### config.mk
export PLATFORM = sky130hd
export DESIGN_NAME = priority_encoder_stream
export DESIGN_NICKNAME = d
export VERILOG_FILES = /design/src/rtl/priority_encoder_stream.sv
export SDC_FILE = /design/constraint.sdc
export NUM_CORES = 1
export LEC_CHECK = 0
export CELL_PAD_IN_SITES_DETAIL_PLACEMENT = 0
export CELL_PAD_IN_SITES_GLOBAL_PLACEMENT = 1
export CORE_MARGIN = 2
export CORE_UTILIZATION = 35
export CTS_CLUSTER_SIZE = 14
export DETAILED_ROUTE_END_ITERATION = 6
export GPL_TIMING_DRIVEN = 0
export PLACE_DENSITY = 0.71
export REMOVE_ABC_BUFFERS = 1
export SLEW_MARGIN = 20
export SYNTH_ARGS = -nofsm -noshare
export SYNTH_HDL_FRONTEND = slang
export SYNTH_SLANG_ARGS = --single-unit
export TNS_END_PERCENT = 50
### constraint.sdc
create_clock -name clk -period 5.1 [get_ports clk]
set_input_delay 0.51 -clock clk [delete_from_list [all_inputs] [get_ports clk]]
set_output_delay 0.51 -clock clk [all_outputs]
set_load 0.05 [all_outputs]
### src/rtl/priority_encoder_stream.sv
// priority_encoder_stream: accepts a request vector and streams out the index
// of every set bit, one beat per cycle, in ascending (LSB_FIRST=1) or
// descending (LSB_FIRST=0) order. The last beat for a vector can overlap with
// acceptance of the next one, so back-to-back vectors produce no bubble.
//
// Optional feature macro: PRIORITY_ENCODER_STREAM_NULL_EN
//   defined   : an all-zero vector yields one beat with enc_nul=1, enc_lst=1
//   undefined : an all-zero vector is consumed silently, enc_nul tied low
//
// state | meaning
// IDLE  | mask empty, waiting for a request vector
// SCAN  | mask non-zero (or a null beat pending), emitting beats
module priority_encoder_stream #(
    parameter int WIDTH     = 16,
    parameter int SPLIT     = 4,
    parameter int LSB_FIRST = 1
) (
    input  logic                     clk,
    input  logic                     rst_n,
    input  logic [WIDTH-1:0]         dec_vld,
    input  logic                     dec_valid,
    output logic                     dec_ready,
    output logic [$clog2(WIDTH)-1:0] enc_idx,
    output logic                     enc_lst,
    output logic                     enc_nul,
    output logic                     enc_valid,
    input  logic                     enc_ready
);

    localparam int WIDTH_LOG = $clog2(WIDTH);
    localparam int NGRP      = (WIDTH + SPLIT - 1) / SPLIT;
    localparam int PADW      = NGRP * SPLIT;

    typedef enum logic {
        ST_IDLE = 1'b0,
        ST_SCAN = 1'b1
    } state_t;

    state_t                 r_state;
    state_t                 w_state_nxt;
    logic [WIDTH-1:0]       r_mask;
    logic [WIDTH-1:0]       w_mask_nxt;
    logic [PADW-1:0]        w_scan;
    logic [NGRP-1:0]        w_grp_any;
    logic                   w_any;
    logic [WIDTH_LOG-1:0]   w_pos;
    logic [WIDTH_LOG-1:0]   w_idx;
    logic [WIDTH-1:0]       w_sel;
    logic                   w_one;
    logic                   w_nul;
    logic                   w_out_xfer;
    logic                   w_in_xfer;

`ifdef PRIORITY_ENCODER_STREAM_NULL_EN
    logic                   r_nul;
    logic                   w_nul_nxt;
    assign w_nul = r_nul;
`else
    assign w_nul = 1'b0;
`endif

    // Put the mask into scan order (position 0 is scanned first), zero-padded
    // to a whole number of SPLIT-wide groups.
    always_comb begin
        w_scan = '0;
        for (int i = 0; i < WIDTH; i++) begin
            w_scan[i] = (LSB_FIRST != 0) ? r_mask[i] : r_mask[WIDTH-1-i];
        end
    end

    // First tree level: one OR per SPLIT-wide group.
    always_comb begin
        for (int g = 0; g < NGRP; g++) begin
            w_grp_any[g] = |w_scan[g*SPLIT +: SPLIT];
        end
    end

    // Second level: first non-empty group, then first set bit inside it.
    always_comb begin
        logic found;
        found = 1'b0;
        w_pos = '0;
        for (int g = 0; g < NGRP; g++) begin
            if (!found && w_grp_any[g]) begin
                found = 1'b1;
                for (int b = SPLIT - 1; b >= 0; b--) begin
                    if (w_scan[g*SPLIT+b]) begin
                        w_pos = WIDTH_LOG'(g * SPLIT + b);
                    end
                end
            end
        end
    end

    assign w_any = |w_grp_any;
    // Scan position maps back to a mask index; an empty mask reports index 0.
    assign w_idx = !w_any ? '0
                 : (LSB_FIRST != 0) ? w_pos
                 : (WIDTH_LOG'(WIDTH - 1) - w_pos);
    assign w_sel = WIDTH'(1) << w_idx;
    assign w_one = w_any && ((r_mask & (r_mask - WIDTH'(1))) == '0);

    assign enc_valid  = (r_state == ST_SCAN);
    assign enc_idx    = w_idx;
    assign enc_lst    = w_one | w_nul;
    assign enc_nul    = w_nul;
    assign w_out_xfer = enc_valid & enc_ready;
    assign dec_ready  = (r_state == ST_IDLE) | (w_out_xfer & enc_lst);
    assign w_in_xfer  = dec_valid & dec_ready;

    // Next state: retire the reported bit, then load a newly accepted vector
    // (which only happens when the mask is empty or just emptied).
    always_comb begin
        w_state_nxt = r_state;
        w_mask_nxt  = r_mask;
`ifdef PRIORITY_ENCODER_STREAM_NULL_EN
        w_nul_nxt   = r_nul;
`endif
        if (w_out_xfer) begin
            w_mask_nxt = r_mask & ~w_sel;
`ifdef PRIORITY_ENCODER_STREAM_NULL_EN
            w_nul_nxt  = 1'b0;
`endif
            if (enc_lst) begin
                w_state_nxt = ST_IDLE;
            end
        end
        if (w_in_xfer) begin
            if (dec_vld != '0) begin
                w_mask_nxt  = dec_vld;
                w_state_nxt = ST_SCAN;
            end else begin
`ifdef PRIORITY_ENCODER_STREAM_NULL_EN
                w_nul_nxt   = 1'b1;
                w_state_nxt = ST_SCAN;
`else
                w_state_nxt = ST_IDLE;
`endif
            end
        end
    end

    // State and mask registers; reset discards any scan in progress.
    always_ff @(posedge clk or negedge rst_n) begin
        if (!rst_n) begin
            r_state <= ST_IDLE;
            r_mask  <= '0;
`ifdef PRIORITY_ENCODER_STREAM_NULL_EN
            r_nul   <= 1'b0;
`endif
        end else begin
            r_state <= w_state_nxt;
            r_mask  <= w_mask_nxt;
`ifdef PRIORITY_ENCODER_STREAM_NULL_EN
            r_nul   <= w_nul_nxt;
`endif
        end
    end

endmodule

# Word level (Yosys, flattened, before mapping)
# Index checks and enable logic that the tools add are counted.
# Widths: inputs -> output; s select.
dict set report op_classes {
  addsub 1
  multipliers 0
  div_mod_pow 0
  order_cmp 0
  n_eq_ne 0
  shift 1
  muxes 31
  n_bitwise 8
  reduce_logical 17
}
# operator count
set ops {}
lappend ops {{$mux 4} 19}
lappend ops {{$mux 16} 3}
lappend ops {{$and 16x16->16} 2}
lappend ops {{$logic_not 16->1} 1}
lappend ops {{$not 16->16} 1}
lappend ops {{$reduce_bool 16->1} 1}
lappend ops {{$reduce_or 16->1} 1}
lappend ops {{$reduce_or 4->1} 4}
lappend ops {{$shl 1x4->16 const A} 1}
lappend ops {{$sub 16x1->16 const B} 1}
lappend ops {{$mux 1} 7}
lappend ops {{$logic_and 1x1->1} 4}
lappend ops {{$mux 2} 2}
lappend ops {{$reduce_bool 2->1} 2}
lappend ops {{$and 1x1->1} 3}
lappend ops {{$logic_not 1->1} 3}
lappend ops {{$reduce_and 2->1} 1}
lappend ops {{$not 1->1} 1}
lappend ops {{$or 1x1->1} 1}
dict set report word_totals {
  ff_bits 17
  latchBits 0
  ramBits 0
  rom_bits 0
  inputBits 20
  output_inout_bits 8
  word_cells 60
  mem_count 0
}

# Depth between registers and ports, before layout
dict set report depth {
  ltp_word 27
  ltp_mapped 9
  mapped_depth_nobuf 7
}

# Worst setup path before layout
# No wires, ideal clock.
dict set report synth_path {
  path_kind {reg-to-output}
  startpoint {reg r_mask[6]}
  endpoint {out dec_ready}
  arrival_time_ns 3.705
  slack_ns 0.885
  stages_incl_launch_ff 7
  n_path_buf 0
  cell_sequence {dfrtp_1 -> or4_1 -> a211o_2 -> inv_1 -> a21oi_1 -> a2bb2oi_1 -> o41ai_1}
}
dict set report synth_via {
  elab_chain_len 6
  elab_cells_between_ends 7
  cone_classes {add/sub (1); bitwise (3); reduce/logical (3)}
}
# item line_no
set synth_lines {}
lappend synth_lines {{from (decl)} 41} ;# logic [WIDTH-1:0] r_mask;
lappend synth_lines {{from (signal assigned)} 153} ;# r_mask <= w_mask_nxt;
lappend synth_lines {{$sub 16x1->16} 101} ;# assign w_one = w_any && ((r_mask & (r_mask - WIDTH'(1))) == '0);
lappend synth_lines {{$and 16x16->16} 101}
lappend synth_lines {{$logic_not 16->1} 101}
lappend synth_lines {{$logic_and 1x1->1 *} 101}
lappend synth_lines {{$and 1x1->1 *} 108} ;# assign dec_ready = (r_state == ST_IDLE) | (w_out_xfer & enc_lst);
lappend synth_lines {{$or 1x1->1 *} 108}
lappend synth_lines {{to (decl)} 22} ;# output logic dec_ready,
# Mark *: on every way between the ends. The rest lies on a longest branch, timed or not.

# Worst setup path after layout
dict set report layout_path {
  startpoint {reg r_mask[3]}
  endpoint {out enc_idx[1]}
}
dict set report layout_via {
  elab_chain_len 21
  elab_cells_between_ends 32
  cone_classes {mux (24); reduce/logical (8)}
}
# item line_no
set layout_lines {}
lappend layout_lines {{$mux 2 (2 in a row)} 87} ;# if (w_scan[g*SPLIT+b]) begin
lappend layout_lines {{$mux 4 (2 in a row)} 87}
lappend layout_lines {{$mux 4} 84} ;# if (!found && w_grp_any[g]) begin
lappend layout_lines {{$mux 4 (4 in a row)} 87}
lappend layout_lines {{$mux 4} 84}
lappend layout_lines {{$mux 4 (4 in a row)} 87}
lappend layout_lines {{$mux 4} 84}
lappend layout_lines {{$mux 4 (4 in a row)} 87}
lappend layout_lines {{$mux 4} 84}
lappend layout_lines {{$mux 4 *} 97} ;# assign w_idx = !w_any ? '0
lappend layout_lines {{to (decl)} 23} ;# output logic [$clog2(WIDTH)-1:0] enc_idx,
# Marks and branches as above.

==> results.cfg <==
[outcome]
status = finished clean

[critical_path]
timing.rr.end = r_mask[15]
ff2ff_setup_slack_ns = 1.92
timing.critical_path.from_type = register
worstRegToRegCells = 6
critPathRequiredTime_ns = 4.59
path_class = reg -> out
critPathMaxFanout = 17
arrival_ns = 3.64
timing.rr.start = r_mask[2]
worstSetupEndpointType = primary output

[global_route]
grt_pass1_vias = 1608
overflow = 0
grt_usage = 0.196
antenna_found_initial = 0
grt_pass1_wl_mm = 7.91
grt_max_degree = 21

[clocking]
clk_latency_ns = 0.26
cts-buffers-inserted = 3
cts_root_buffer = clkbuf_8
tritoncts = built
htreeDepth = 1
cts.sinks = 17
cts_hold_buf = 0
clk_path_buf_depth = 2
cts_setup_buffers = 0
cts_resized = 0
clk_pin_slew_ns = 0.08

[power]
p_leak_nw = 0.698
p_total_w = 0.000514
ir_drop_v = 0.000153
cellPowerDensity_nw_per_um2 = 277

[sta]
finalHoldViolations = 0
min_period_over_period = 0.813
setup_viol = 0
rsz0062_at_grt = no
fin_tns_setup_ns = 0
clock_skew_ns = 0.00832
finalCriticalPeriod_ns = 4.15
fmaxAchievable_ghz = 0.241
timing.slew.headroom = 0.259
tightest_slew_ns = 1.10
report.final.slew_viol_count = 0

[layout]
antenna_cells = 0
drive_gt1_frac = 0.101
multi_input_area_um2 = 956
nets = 228
fillers = 453
syn_to_final_growth_pct = 19.3
regArea_um2 = 425
utilization = 0.430
final_cells = 259

[yosys]
synth-seq-cells = 17
synth_ff_type = dfrtp_1
netlist_area_um2 = 1560
synth_edf_count = 0
syn_inst = 190
yosysWarningCount = 0
async_flop_share = 1.00
synth_cell_types = 43
synth_area_per_cell_um2 = 8.20
ys_seq_area_frac = 0.273

[worst_hold_path]
worstHoldEndpoint = r_mask[14]
hp-start = r_mask[14]
min_path_cells = 2
hold_path_class = reg -> reg

[route]
routed_wl_mm = 4.72
avgRoutedWirePerCell_um = 18.2
route.detailed.drc = 0
vias_per_cell = 6.32
first_pass_iters = 4
vias = 1636
drtIter0Drc = 166
ant_nets = 0

[die]
dieArea_um2 = 5000
core_um2 = 4320
start_util = 0.360
io_pins = 28
die_x_um = 70.7
rows = 24
die_h_um = 70.7

[run]
maxCapViolations = 0

[place]
dpl.cell_count = 255
gp_congestion = 0.953
hpwl_mm = 3.48
io_buffers = 26
==> layout by cell type (no fill, tap or decap), types with 3 or more instances in the layout <==
| cell type | Yosys | layout |
|---|---|---|
| inv_1 | 26 | 26 |
| nand2_1 | 9 | 9 |
| o211ai_1 | 12 | 12 |
| nor2_1 | 13 | 13 |
| clkbuf_8 | 0 | 3 |
| a21oi_1 | 6 | 6 |
| o221ai_1 | 17 | 17 |
| nor3_1 | 3 | 3 |
| nand3_1 | 4 | 4 |
| o21ai_0 | 10 | 10 |
| or4_4 | 3 | 3 |
| clkdlybuf4s50_1 | 0 | 26 |
| o211ai_2 | 10 | 10 |
| dfrtp_1 | 17 | 17 |
| nor4_1 | 11 | 11 |
==> worst max-delay path, stage by stage (launching register included) <==
cell             delay, ns
dfrtp_1               0.49
or4_4                 0.58
nor4_1                0.27
nor2_1                0.17
o22ai_2               0.42
clkinv_1              0.57
clkdlybuf4s50_1       0.87
==> routing by layer <==
layer | track usage | vias to the layer above | routed length, µm
met5 | 0 | - | 0
met4 | 0.0818 | 0 | 106
met3 | 0.0271 | 9 | 219
met2 | 0.308 | 45 | 2190
met1 | 0.270 | 797 | 2210
li1 | - | 785 | -
==> state kept, by name (all words and copies together), names as in the netlist <==
register	count
enc_valid	1
r_mask	16
==> report_power, final <==
part	internal [W]	leakage, nW	switching, W
logic	0.0000798	0.511	0.000140
clock network	0.0000544	0.0255	0.0000523
registers	0.000149	0.162	0.0000391
==> worst max path at each step <==
| stage | from | to | cells after the start |
|---|---|---|---|
| after floorplan | r_mask[2] | dec_ready | 6 |
| after global placement | r_mask[5] | dec_ready | 6 |
| after detailed placement | r_mask[2] | dec_ready | 6 |
| after CTS | r_mask[2] | dec_ready | 6 |
| after global routing | r_mask[5] | dec_ready | 6 |
| final | r_mask[3] | enc_idx[1] | 6 |
==> synth_stat cells, types with 3 or more instances <==
library cell | count | share of area
inv_1 | 26 | 0.063
dfrtp_1 | 17 | 0.27
o221ai_1 | 17 | 0.096
nor2_1 | 13 | 0.031
o211ai_1 | 12 | 0.058
nor4_1 | 11 | 0.044
o211ai_2 | 10 | 0.080
o21ai_0 | 10 | 0.032
nand2_1 | 9 | 0.022
a21oi_1 | 6 | 0.019
clkbuf_1 | 5 | 0.012
nand3_1 | 4 | 0.013
buf_2 | 3 | 0.0096
nor3_1 | 3 | 0.0096
or4_4 | 3 | 0.022
==> cell families after synthesis <==
group / count (synthesis) / synth area share
flip-flops: 17 / 0.273
adder cells (fa/ha/maj): 2 / 0.0129
AND/OR/NAND/NOR: 54 / 0.190
buffers and inverters: 41 / 0.113
AO/OA/AOI/OAI: 75 / 0.408
other: 1 / 0.00241
==> through the flow <==
stage	hold WS (ns)	setup WS, ns	instance area (µm²)
after global routing	0.718	0.680	1860
after CTS	0.661	0.934	1860
after floorplan	0.214	0.877	1490
final	0.665	0.954	1860
after global placement	0.639	1.27	1810
after detailed placement	0.649	1.24	1810
==> layout make-up <==
type	count	area share
multi-input cells	132	0.514
flip-flops and latches	17	0.229
repair buffers	26	0.140
inverters	28	0.0566
well taps	52	0.0350
clock buffers	3	0.0222
clock inverters	1	0.00269
Power figures use the tool's default switching activity.
